## config.mk

```make
export PLATFORM = sky130hd
export DESIGN_NAME = dom_writeback
export DESIGN_NICKNAME = d
export VERILOG_FILES = /design/src/rtl/cnn_pkg.sv /design/src/rtl/dom_bank.sv /design/src/rtl/dom_writeback.sv
export SDC_FILE = /design/constraint.sdc
export NUM_CORES = 1
export LEC_CHECK = 0
export CORE_MARGIN = 1.5
export CORE_UTILIZATION = 35
export DETAILED_ROUTE_END_ITERATION = 10
export PLACE_DENSITY_LB_ADDON = 0.12
export SLEW_MARGIN = 10
export SYNTH_ARGS = -nofsm -noshare
export SYNTH_HDL_FRONTEND = slang
export SYNTH_SLANG_ARGS = --single-unit
```

## constraint.sdc

```tcl
create_clock -name clock -period 3.3 [get_ports clock]
set_input_delay 0.66 -clock clock [delete_from_list [all_inputs] [get_ports clock]]
set_output_delay 0.66 -clock clock [all_outputs]
set_load 0.01 [all_outputs]
```

## src/rtl/cnn_pkg.sv

```systemverilog
// Shared constants and types for the CNN output write-back path.
package cnn_pkg;
  localparam int         DATA_W    = 16;
  localparam int         DOM_WORDS = 8;
  localparam logic [9:0] OUT_BASE  = 10'h200;

  typedef enum logic {WB_IDLE, WB_DRAIN} wb_state_t;
endpackage

```

## src/rtl/dom_bank.sv

```systemverilog
// One 8-word result bank: sync write port, combinational read port,
// full flag, written mask for words 0..6 and the latched layer index.
module dom_bank #(
  parameter int DATA_W = 16
) (
  input  logic              clock,
  input  logic              reset,
  input  logic              i_we,
  input  logic [2:0]        i_waddr,
  input  logic [DATA_W-1:0] i_wdata,
  input  logic [1:0]        i_wlayer,
  input  logic              i_clr_full,
  input  logic [2:0]        i_raddr,
  output logic [DATA_W-1:0] o_rdata,
  output logic              o_full,
  output logic [6:0]        o_written,
  output logic [1:0]        o_layer
);
  import cnn_pkg::*;

  logic [DATA_W-1:0] r_mem [DOM_WORDS];
  logic              r_full;
  logic [6:0]        r_written;
  logic [1:0]        r_layer;

  // Data is not reset; stale words are only visible after being rewritten.
  always_ff @(posedge clock)
    if (i_we) r_mem[i_waddr] <= i_wdata;

  always_ff @(posedge clock or posedge reset) begin
    if (reset) begin
      r_full    <= 1'b0;
      r_written <= '0;
      r_layer   <= '0;
    end else begin
      if (i_we) begin
        r_layer <= i_wlayer;
        if (i_waddr == 3'd7) begin
          r_full    <= 1'b1;
          r_written <= '0;
        end else begin
          r_written <= r_written | (7'h01 << i_waddr);
        end
      end
      if (i_clr_full) r_full <= 1'b0;
    end
  end

  assign o_rdata   = r_mem[i_raddr];
  assign o_full    = r_full;
  assign o_written = r_written;
  assign o_layer   = r_layer;
endmodule

```

## src/rtl/dom_writeback.sv

```systemverilog
// Ping-pong result write-back: packs compute-array results into two banks
// and drains each completed bank to output memory over valid/ready.
module dom_writeback #(
  parameter int               DATA_W   = cnn_pkg::DATA_W,
  parameter int               ADDR_W   = 10,
  parameter logic [ADDR_W-1:0] OUT_BASE = cnn_pkg::OUT_BASE
) (
  input  logic              clock,
  input  logic              reset,
  input  logic              dom_ready,
  input  logic [2:0]        dom_address,
  input  logic [DATA_W-1:0] dom_data,
  input  logic [1:0]        layer,
  output logic              out_valid,
  input  logic              out_ready,
  output logic [ADDR_W-1:0] out_address,
  output logic [DATA_W-1:0] out_data,
  output logic              drained,
  output logic              busy,
  output logic              overflow,
  output logic              err_incomplete
);
  import cnn_pkg::*;

  logic [1:0]             w_full, w_we, w_clr;
  logic [1:0][6:0]        w_written;
  logic [1:0][1:0]        w_layer;
  logic [1:0][DATA_W-1:0] w_rdata;

  logic              r_fill_sel, r_drain_sel;
  wb_state_t         r_state;
  logic [2:0]        r_idx;
  logic              r_out_valid, r_drained, r_overflow, r_err;
  logic [ADDR_W-1:0] r_out_address;
  logic [DATA_W-1:0] r_out_data;

  logic              w_accept, w_complete, w_hs, w_last_hs;
  logic [2:0]        w_rd_idx;
  logic [ADDR_W-1:0] w_rd_addr;

  for (genvar b = 0; b < 2; b++) begin : g_bank
    dom_bank #(.DATA_W(DATA_W)) u_bank (
      .clock      (clock),
      .reset      (reset),
      .i_we       (w_we[b]),
      .i_waddr    (dom_address),
      .i_wdata    (dom_data),
      .i_wlayer   (layer),
      .i_clr_full (w_clr[b]),
      .i_raddr    (w_rd_idx),
      .o_rdata    (w_rdata[b]),
      .o_full     (w_full[b]),
      .o_written  (w_written[b]),
      .o_layer    (w_layer[b])
    );
  end

  assign w_accept   = dom_ready & ~w_full[r_fill_sel];
  assign w_complete = w_accept & (dom_address == 3'd7);
  assign w_we       = {w_accept & r_fill_sel, w_accept & ~r_fill_sel};
  assign w_hs       = r_out_valid & out_ready;
  assign w_last_hs  = (r_state == WB_DRAIN) & w_hs & (r_idx == 3'd7);
  assign w_clr      = {w_last_hs & r_drain_sel, w_last_hs & ~r_drain_sel};

  // Read port looks one word ahead so the next word is ready at the handshake.
  // Each layer owns a 32-word slice of the output region.
  assign w_rd_idx  = (r_state == WB_DRAIN) ? r_idx + 3'd1 : 3'd0;
  assign w_rd_addr = OUT_BASE + ADDR_W'({w_layer[r_drain_sel], 2'b00, w_rd_idx});

  always_ff @(posedge clock or posedge reset) begin
    if (reset) begin
      r_fill_sel <= 1'b0;
      r_overflow <= 1'b0;
      r_err      <= 1'b0;
    end else begin
      if (dom_ready & w_full[r_fill_sel]) r_overflow <= 1'b1;
      if (w_complete) begin
        r_fill_sel <= ~r_fill_sel;
        if (w_written[r_fill_sel] != 7'h7F) r_err <= 1'b1;
      end
    end
  end

  always_ff @(posedge clock or posedge reset) begin
    if (reset) begin
      r_state       <= WB_IDLE;
      r_idx         <= '0;
      r_drain_sel   <= 1'b0;
      r_out_valid   <= 1'b0;
      r_out_address <= '0;
      r_out_data    <= '0;
      r_drained     <= 1'b0;
    end else begin
      r_drained <= 1'b0;
      case (r_state)
        WB_IDLE:
          if (w_full[r_drain_sel]) begin
            r_idx         <= '0;
            r_out_data    <= w_rdata[r_drain_sel];
            r_out_address <= w_rd_addr;
            r_out_valid   <= 1'b1;
            r_state       <= WB_DRAIN;
          end
        WB_DRAIN:
          if (w_hs) begin
            if (r_idx != 3'd7) begin
              r_idx         <= r_idx + 3'd1;
              r_out_data    <= w_rdata[r_drain_sel];
              r_out_address <= w_rd_addr;
            end else begin
              r_out_valid <= 1'b0;
              r_drain_sel <= ~r_drain_sel;
              r_drained   <= 1'b1;
              r_state     <= WB_IDLE;
            end
          end
        default: r_state <= WB_IDLE;
      endcase
    end
  end

  assign out_valid      = r_out_valid;
  assign out_address    = r_out_address;
  assign out_data       = r_out_data;
  assign drained        = r_drained;
  assign busy           = |w_full | (r_state == WB_DRAIN);
  assign overflow       = r_overflow;
  assign err_incomplete = r_err;
endmodule
```

# [Yosys cells after proc, flatten, opt, wreduce, memory -nomap -nowiden]
# Memories as Yosys holds them, arrays and structs flattened.
# Cells that the tools add are included.
# W data, S select, Z words.
[word_totals] ff_bits=56 ram_bits=256 in_bits=25 output_inout_bits=31 elab_cells=105 n_memories=2
[mem_list] memory="g_bank[0].u_bank.r_mem" words=8 word_bits=16 rd=1 rd_clocked_by_memory_dff=0 write_ports=1 line_no="dom_bank.sv:21" rtl="logic [DATA_W-1:0] r_mem [DOM_WORDS];"
[mem_list] memory="g_bank[1].u_bank.r_mem" words=8 word_bits=16 rd=1 rd_clocked_by_memory_dff=0 write_ports=1 line_no="dom_bank.sv:21"
[classes] add_sub_neg=2 order_cmp=2 eq_ne=8 shifts=1 n_mux=45 n_bitwise=18 reduce_logical=11
[ops] cell="$mux W16" n=5
[ops] cell="$pmux W16 S2" n=1
[ops] cell="$mux W10" n=3
[ops] cell="$mux W7" n=4
[ops] cell="$mux W1" n=22
[ops] cell="$pmux W10 S2" n=1
[ops] cell="$or A7 B7 Y7" n=2
[ops] cell="$mux W3" n=4
[ops] cell="$add A10 B7 Y10 const A" n=1
[ops] cell="$and A1 B1 Y1" n=10
[ops] cell="$reduce_and A3 Y1" n=3
[ops] cell="$reduce_bool A2 Y1" n=4
[ops] cell="$ne A7 B7 Y1 const B" n=1
[ops] cell="$shl A1 B3 Y7 const A" n=1
[ops] cell="$eq A3 B3 Y1 const B" n=2
[ops] cell="$pmux W3 S2" n=1
[ops] cell="$reduce_and A2 Y1" n=3
[ops] cell="$not A1 Y1" n=5
[ops] cell="$lt A1 B2 Y1 const B" n=2
[ops] cell="$mux W2" n=2
[ops] cell="$ne A2 B1 Y1 const B" n=2
[ops] cell="$ne A2 B2 Y1 const B" n=2
[ops] cell="$pmux W1 S2" n=2
[ops] cell="$add A3 B1 Y3 const B" n=1
[ops] cell="other kinds (3)" n=3

# [Longest topological paths before layout]
# An unclocked memory read counts as a cell.
[depth] ltp_word=8 depth_mapped=9 ltp_nobuf=7

# [Cells and area by module]
# A second synthesis with hierarchy kept.
[unflattened] cells_unflattened=567 hier_area_um2=12253.0
[modules_own_cells] module="dom_bank at g_bank[1].u_bank" instances=1 cells_each=236 area_each_um2=5372.7 seq_area_each_um2=4093.9
[modules_own_cells] module="dom_bank at g_bank[0].u_bank" instances=1 cells_each=219 area_each_um2=5335.1 seq_area_each_um2=4093.9
[modules_own_cells] module="dom_writeback" instances=1 cells_each=112 area_each_um2=1545.2 seq_area_each_um2=725.7

# [Least setup slack after synthesis]
# OpenSTA, ideal clock, no wires.
[synth_timing] kind="input port to flip-flop" startpoint="in dom_ready" endpoint="mem g_bank[1].u_bank.r_mem[0][0] (enable)" setup_ps=435 arrival_time_ps=2776 t_required_ps=2865 path_slack_ps=89 path_stages=4 n_path_buf=1 path_cell_list="nand2_1 -> or2_2 -> buf_2 -> nor4_1"
[synth_between] elab_chain_cells=4
[synth_rtl] item="start, declared" line_no="dom_writeback.sv:10" rtl="input logic dom_ready,"
[synth_rtl] item="$and A1 B1 Y1" line_no="dom_writeback.sv:58" rtl="assign w_accept = dom_ready & ~w_full[r_fill_sel];"
[synth_rtl] item="$and A1 B1 Y1" line_no="dom_writeback.sv:60" rtl="assign w_we = {w_accept & r_fill_sel, w_accept & ~r_fill_sel};"
[synth_rtl] item="$mux W1" line_no="dom_bank.sv:28" rtl="if (i_we) r_mem[i_waddr] <= i_wdata;"
[synth_rtl] item="$mux W1 (not written as such)" line_no="dom_bank.sv:28"
[synth_rtl] item="end, declared" line_no="dom_bank.sv:21"
# Every way passes these cells.

# [Worst setup path in the final report]
[layout_timing] startpoint="reg r_state" endpoint="out busy"
[layout_between] elab_chain_cells=1
[layout_rtl] item="start, declared" line_no="dom_writeback.sv:31" rtl="wb_state_t r_state;"
[layout_rtl] item="start signal, assigned" line_no="dom_writeback.sv:86" rtl="r_state <= WB_IDLE;"
[layout_rtl] item="start signal, assigned" line_no="dom_writeback.sv:102" rtl="r_state <= WB_DRAIN;"
[layout_rtl] item="start signal, assigned" line_no="dom_writeback.sv:114" rtl="r_state <= WB_IDLE;"
[layout_rtl] item="$or A1 B1 Y1" line_no="dom_writeback.sv:126" rtl="assign busy = |w_full | (r_state == WB_DRAIN);"
[layout_rtl] item="end, declared" line_no="dom_writeback.sv:19" rtl="output logic busy,"
# Every way passes these cells.

==> flow_summary.json <==
{
  "status": "finished clean",
  "grt_pass1_vias": 7322,
  "initial_core_util": 0.357,
  "synth-edff-count": 256,
  "clock-root-buffer": "clkbuf_16",
  "r2r_end": "out_data[2]$_DFFE_PP0P_",
  "crit_start": "r_state$_DFF_PP0_",
  "grt_max_degree": 86,
  "seqCellArea_um2": 8920,
  "grt_overflow": 0,
  "wl_per_cell_um": 22.9,
  "port_buffers": 51,
  "viasPerCell": 5.16,
  "fin_ws_ns": 0.497,
  "ys.flop_type": "edfxtp_1",
  "drv_cap": 0,
  "synth_common_cells": "edfxtp_1 (256), o21ai_0 (68), nor2_1 (62), dfrtp_1 (49), nand2_1 (41)",
  "wl_um": 30800,
  "final_core_util": 0.420,
  "path_clk_slew_ns": 0.06,
  "yosysTopAreaCellShare": 0.621,
  "yosysSeqAreaShare": 0.720,
  "placeableCoreArea_um2": 34700,
  "synth_area_um2": 12400,
  "finalSetupViolations": 0,
  "hp-start": "overflow$_DFFE_PP0P_",
  "drc_errors": 0,
  "slew_violations": 0,
  "hold_buffers": 0,
  "skew_ns": 0.0178,
  "place_congestion": 0.812,
  "ff2ff_path_depth": 6,
  "rows": 68,
  "dp_hpwl_um": 18800,
  "setup_tns_ns": 0,
  "diodes": 0,
  "syn_inst": 793,
  "power_density_nw_per_um2": 871,
  "crit_type": "reg -> out",
  "period_share": 0.849,
  "holdPathStages": 1,
  "dp_slack_ns": 0.429,
  "clk_latency_ns": 0.51,
  "yosys.cell_count.top_type": "edfxtp_1",
  "via_count": 6953,
  "cts_tree": "yes",
  "end_kind": "output port",
  "synthArstFlopShare": 0.161,
  "cts_resized": 0,
  "ctsHtreeMaxLevel": 2,
  "synth.distinct_cells": 49,
  "r2r-start": "r_idx[0]$_DFFE_PP0P_",
  "drt-initial-drc-count": 390,
  "slew_headroom": 0.491,
  "synth-seq-cells": 305,
  "worst_pin_slew_ns": 0.762,
  "die_w_um": 191,
  "synth_top_cell_by_area": "edfxtp_1",
  "multi_input_area_um2": 3080,
  "cts.sinks": 305,
  "ys_warn_count": 0,
  "first_pass_iters": 5,
  "gr-usage-all-layers": 0.173,
  "drtAntennaViolNets": 0,
  "synthTopCellsByArea": "edfxtp_1 (62%), dfrtp_1 (9.9%), mux4_2 (5.6%), mux2i_1 (2.8%), o21ai_0 (2.7%)",
  "fin_nets": 894,
  "die_area_um2": 36500,
  "die_h_um": 191,
  "fillers": 3146,
  "synth.avg_cell_area_um2": 15.6,
  "rsz0062_at_grt": "false",
  "max-clock-path-buffers": 3,
  "p_leak_uw": 0.00502,
  "antenna_found_initial": 0,
  "hold_end": "overflow$_DFFE_PP0P_",
  "peakVddDrop_v": 0.000522,
  "numCtsBuffers": 35,
  "syn_to_final_growth_pct": 17.9,
  "cp.required_ns": 2.64,
  "startpoint_type": "flip-flop",
  "fin_crit_ns": 2.80,
  "r2r_setup_slack_ns": 0.83,
  "post_cts_buffers": 0,
  "clock.fmax_ghz": 0.357,
  "hold_path.class": "reg -> reg",
  "ioPinCount": 56,
  "worstPathArrival_ns": 2.14,
  "drive_above_1_share": 0.171,
  "worstPathMaxFanout": 33,
  "hold_viol": 0,
  "grt_pass1_wl_um": 46300
}
## per-layer routing
metal	global-route usage	part of all wire	up-vias
met1	0.226	0.44	3604
met2	0.305	0.51	141
met4	0.0385	0.011	0
met3	0.0250	0.038	28
li1	-	-	3180
met5	0	0	-
## how the worst max path moves through the flow
stage | endpoint | slack [ns] | cells past startpoint
after floorplan | g_bank[1].u_bank.r_mem[0][0]$_DFFE_PP_ | 0.09 | 4
after global placement | g_bank[0].u_bank.r_mem[7][5]$_DFFE_PP_ | 0.45 | 5
after detailed placement | g_bank[0].u_bank.r_mem[7][3]$_DFFE_PP_ | 0.43 | 5
after CTS | busy | 0.48 | 2
after global routing | busy | 0.44 | 2
final | busy | 0.50 | 2
## logic make-up after synthesis
family,after synthesis,synth area share
and+or+nand+nor,166,0.0622
buffers and inverters,87,0.0387
adders and majority gates,2,0.00202
AOI/OAI and AO/OA,163,0.0896
other,1,0.000303
DFF,305,0.720
xor gates and xnor gates,1,0.000707
muxes,68,0.0865
## placed cells by master (no fill, tap or decap), types with 2 or more instances in the layout
cell type / n
clkdlybuf4s50_1: 51
clkbuf_16: 37
o21a_1: 3
o221ai_1: 15
nand4_1: 4
a221oi_1: 5
conb_1: 4
nand2_1: 41
bufinv_16: 2
clkinv_2: 8
inv_1: 34
clkinvlp_4: 3
a221oi_2: 10
mux2_2: 2
o211ai_1: 2
clkinv_1: 4
nor3_2: 8
mux4_2: 31
clkbuf_1: 8
mux2i_1: 35
or3_1: 2
inv_2: 3
edfxtp_1: 256
nor2_1: 58
nor2_2: 4
dfrtp_1: 47
a21o_1: 18
buf_4: 31
buf_12: 2
a31oi_1: 18
or2_2: 2
o21ai_0: 68
and2_0: 4
nand2b_1: 5
and2_1: 12
a21oi_1: 17
o22a_1: 2
nand3_1: 18
## area by class of cell
cell class	count	share of cell area
Clock buffer	46	0.0664
Inverter	37	0.00952
Clock inverter	17	0.00943
Multi-Input combinational cell	404	0.211
Timing Repair Buffer	84	0.0537
Tap cell	455	0.0390
Sequential cell	305	0.611
## power breakdown
group | total (uW) | internal [uW] | leakage (uW) | switching (uW)
Combinational | 4190 | 1760 | 0.00161 | 2440
Sequential | 4800 | 4550 | 0.00287 | 251
Clock | 3710 | 2230 | 0.000539 | 1480
Total | 12700 | 8540 | 0.00502 | 4170
## critical path: stages, from the launching register on
cell and delay [ns]:
dfrtp_2 0.68, or3_1 0.47, clkdlybuf4s50_1 0.49
## state kept, by name (all words and copies together), names as in the netlist, named ones only
| register | count |
|---|---|
| g_bank.u_bank.o_written | 12 |
| r_state | 1 |
| g_bank.u_bank.o_full | 2 |
| g_bank.u_bank.o_layer | 4 |
| out_address | 4 |
| r_drain_sel | 1 |
| err_incomplete | 1 |
| out_data | 16 |
| out_valid | 1 |
| g_bank.u_bank.r_mem | 256 |
| r_idx | 2 |
| r_fill_sel | 1 |
| drained | 1 |
| overflow | 1 |
## stage by stage
stage / area, um^2 / cells / hold WS (ns) / power [uW]
after floorplan: 12400 / 796 / 0.445 / 7830
after global placement: 13500 / 1285 / 0.452 / 9110
final: 14600 / 1348 / 0.463 / 12700
after detailed placement: 13500 / 1285 / 0.449 / 9180
after global routing: 14600 / 1348 / 0.495 / 13400
after CTS: 14600 / 1348 / 0.472 / 12900
Power figures use the tool's default switching activity.
==> RTL change (same settings) <==
Change the parameter `ADDR_W` from 10 to 11.
--- a/src/rtl/dom_writeback.sv
+++ b/src/rtl/dom_writeback.sv
@@ -2,7 +2,7 @@
 // and drains each completed bank to output memory over valid/ready.
 module dom_writeback #(
   parameter int               DATA_W   = cnn_pkg::DATA_W,
-  parameter int               ADDR_W   = 10,
+  parameter int               ADDR_W   = 11,
   parameter logic [ADDR_W-1:0] OUT_BASE = cnn_pkg::OUT_BASE
 ) (
   input  logic              clock,
Ports: changed (resized out_address); port bits go from 56 to 57. No check against the original RTL was run, so the function may have changed too.
==> RTL change against the original RTL <==
- sequential cell count did not move
- power up 0.48%
- cell area decreased by 0.13%
- die area hardly changed
- register-to-register slack got worse by 30 ps
- critical path depth stayed put
- hold slack worse by 52 ps
- worst setup slack lost 61 ps
- synthesized area about the same
- wire length shrank 1.3%
- combinational power down 2%
- global-route usage decreased by 0.23 points
- clock skew decreased by 4.0 ps
- highest routed layer unchanged
==> RTL change: results (changes against the original RTL) <==
[routing]
met2RoutedLength_mm=14.8  ; -5.6%
detail_route.wirelength.met1_mm=13.2  ; -2.8%
met3_wirelength_mm=1.40  ; +21%
drt_iter0_drc=476  ; +22%
drt-vias-per-instance=5.20  ; +0.90%
top_signal_layer_used=met4
totalWireLength_mm=30.4  ; -1.3%
drt_first_pass_iters=4  ; -1

[layout]
nets=892  ; -0.22%
filler_cells_inserted=3125  ; -0.67%
largest_reg_flops=256  ; unchanged
diodes=0  ; unchanged
layout-drive-gt1-share=0.164  ; -0.00747
fin_cells=1346  ; -0.15%
registers.top_by_ff_count=g_bank.u_bank.r_mem

[clock_network]
post_cts_resized=0  ; unchanged
cts_setup_buffers=0  ; unchanged
ctsHtreeMaxLevel=2  ; unchanged
clock_pin_transition_on_the_worst_setup_and_hold_timing_paths_ps=60  ; about the same

[logic_synthesis]
yosys.cell_types.count=49  ; unchanged
synth_edf_count=256  ; unchanged
sequential_area_share_after_synthesis=0.719  ; about the same
ys.flop_type=edfxtp_1
ys_top_cells_by_area=edfxtp_1, dfrtp_1, mux4_2
synthTopCellsByCount=edfxtp_1, o21ai_0, nor2_1
postSynth.asyncResetShare=0.161  ; unchanged
synth_top_cell_area_share=0.620  ; about the same
avgSynthCellArea_sq_um=15.6  ; about the same

[global_routing]
grt_usage=0.171  ; -0.00229
pin_count_of_the_biggest_net_entering_global_routing=53  ; -38%
grt_pass1_vias=7370  ; +0.66%
grt_antenna_before_repair=0  ; unchanged
grt_first_pass_wirelength_mm=45.9  ; -1.1%

[pwr]
ir_drop_uv=448  ; -14%
power_switching_share=0.325  ; -0.00311
finalPower_mw=12.8  ; +0.48%
part_of_the_power_in_the_clock_network=0.295  ; +0.003
leakagePower_nw=5.00  ; -0.25%
power_frac_comb=0.320  ; -0.010

[placement]
routabilityCongestion=0.824  ; +1.5%
detailedPlace.worstSlack_ps=552  ; +123 ps
buffer_ports.inserted=51  ; unchanged
placedInstanceArea_sq_mm=0.0135  ; -0.22%
hpwl_mm=18.9  ; +0.17%

[worst_hold_path]
class_of_the_most_critical_hold_timing_path=in -> async

[run]
cap_violations=0  ; unchanged

[sta]
worst_pin_slew_ps=829  ; +67.0 ps
final.setup_skew_ps=13.8  ; -4.00 ps
final_setup_violating_endpoints=0  ; unchanged

[critical_path]
critical_path.max_fanout=38  ; +15%
critical-path-max-stage-delay_ps=700  ; +20 ps
critical-path-slowest-cell=dfrtp_2

[run_status]
status=finished, final reports clean

RTL change: changes by cell type after synthesis:
cell,delta
buf_4,+1
RTL change: critical path: cells and delay by family, from the launching register on:
| family | cells | cell delay [ps] |
|---|---|---|
| and+or+nand+nor | 1 | 490 |
| buffers and inverters | 1 | 500 |
| DFF | 1 | 700 |
RTL change: per-layer routing:
layer	GRT usage	vias to the layer above
met4	0.0652	0
met2	0.284	189
met3	0.0272	60
li1	-	3169
met1	0.225	3587
met5	0	-
RTL change: path summary, 6_finish.rpt:
path	slack (ps)	endpoint	startpoint	cells past startpoint
setup / recovery	440	busy	r_state$_DFF_PP0_	2
hold / removal	410	r_idx[0]$_DFFE_PP0P_	reset	2
setup reg to reg	800	out_data[2]$_DFFE_PP0P_	r_idx[0]$_DFFE_PP0P_	5
hold reg to reg	450	overflow$_DFFE_PP0P_	overflow$_DFFE_PP0P_	1
max in group asynchronous	2020	out_data[2]$_DFFE_PP0P_	reset	3
min in group clock	450	overflow$_DFFE_PP0P_	overflow$_DFFE_PP0P_	1
RTL change: area by class of cell:
class                           instances  area, sq um  area share
Multi-Input combinational cell        405         3080       0.211
Timing Repair Buffer                   81          748      0.0513
Inverter                               37          139     0.00953
Clock inverter                         12          130     0.00893
Tap cell                              455          569      0.0391
Sequential cell                       305         8920       0.612
Clock buffer                           51          988      0.0678
RTL change: cells by family (layout without fill, tap and decap cells):
group                    Yosys count  in the layout  share of synthesized area
XOR/XNOR                           1              1                   0.000707
AND/OR/NAND/NOR                  166            166                     0.0622
flip-flops                       305            305                      0.719
buffers and inverters             88            181                     0.0393
other                              1              5                   0.000303
AO/OA/AOI/OAI                    163            163                     0.0896
multiplexers                      68             68                     0.0864
adder cells (fa/ha/maj)            2              2                    0.00202
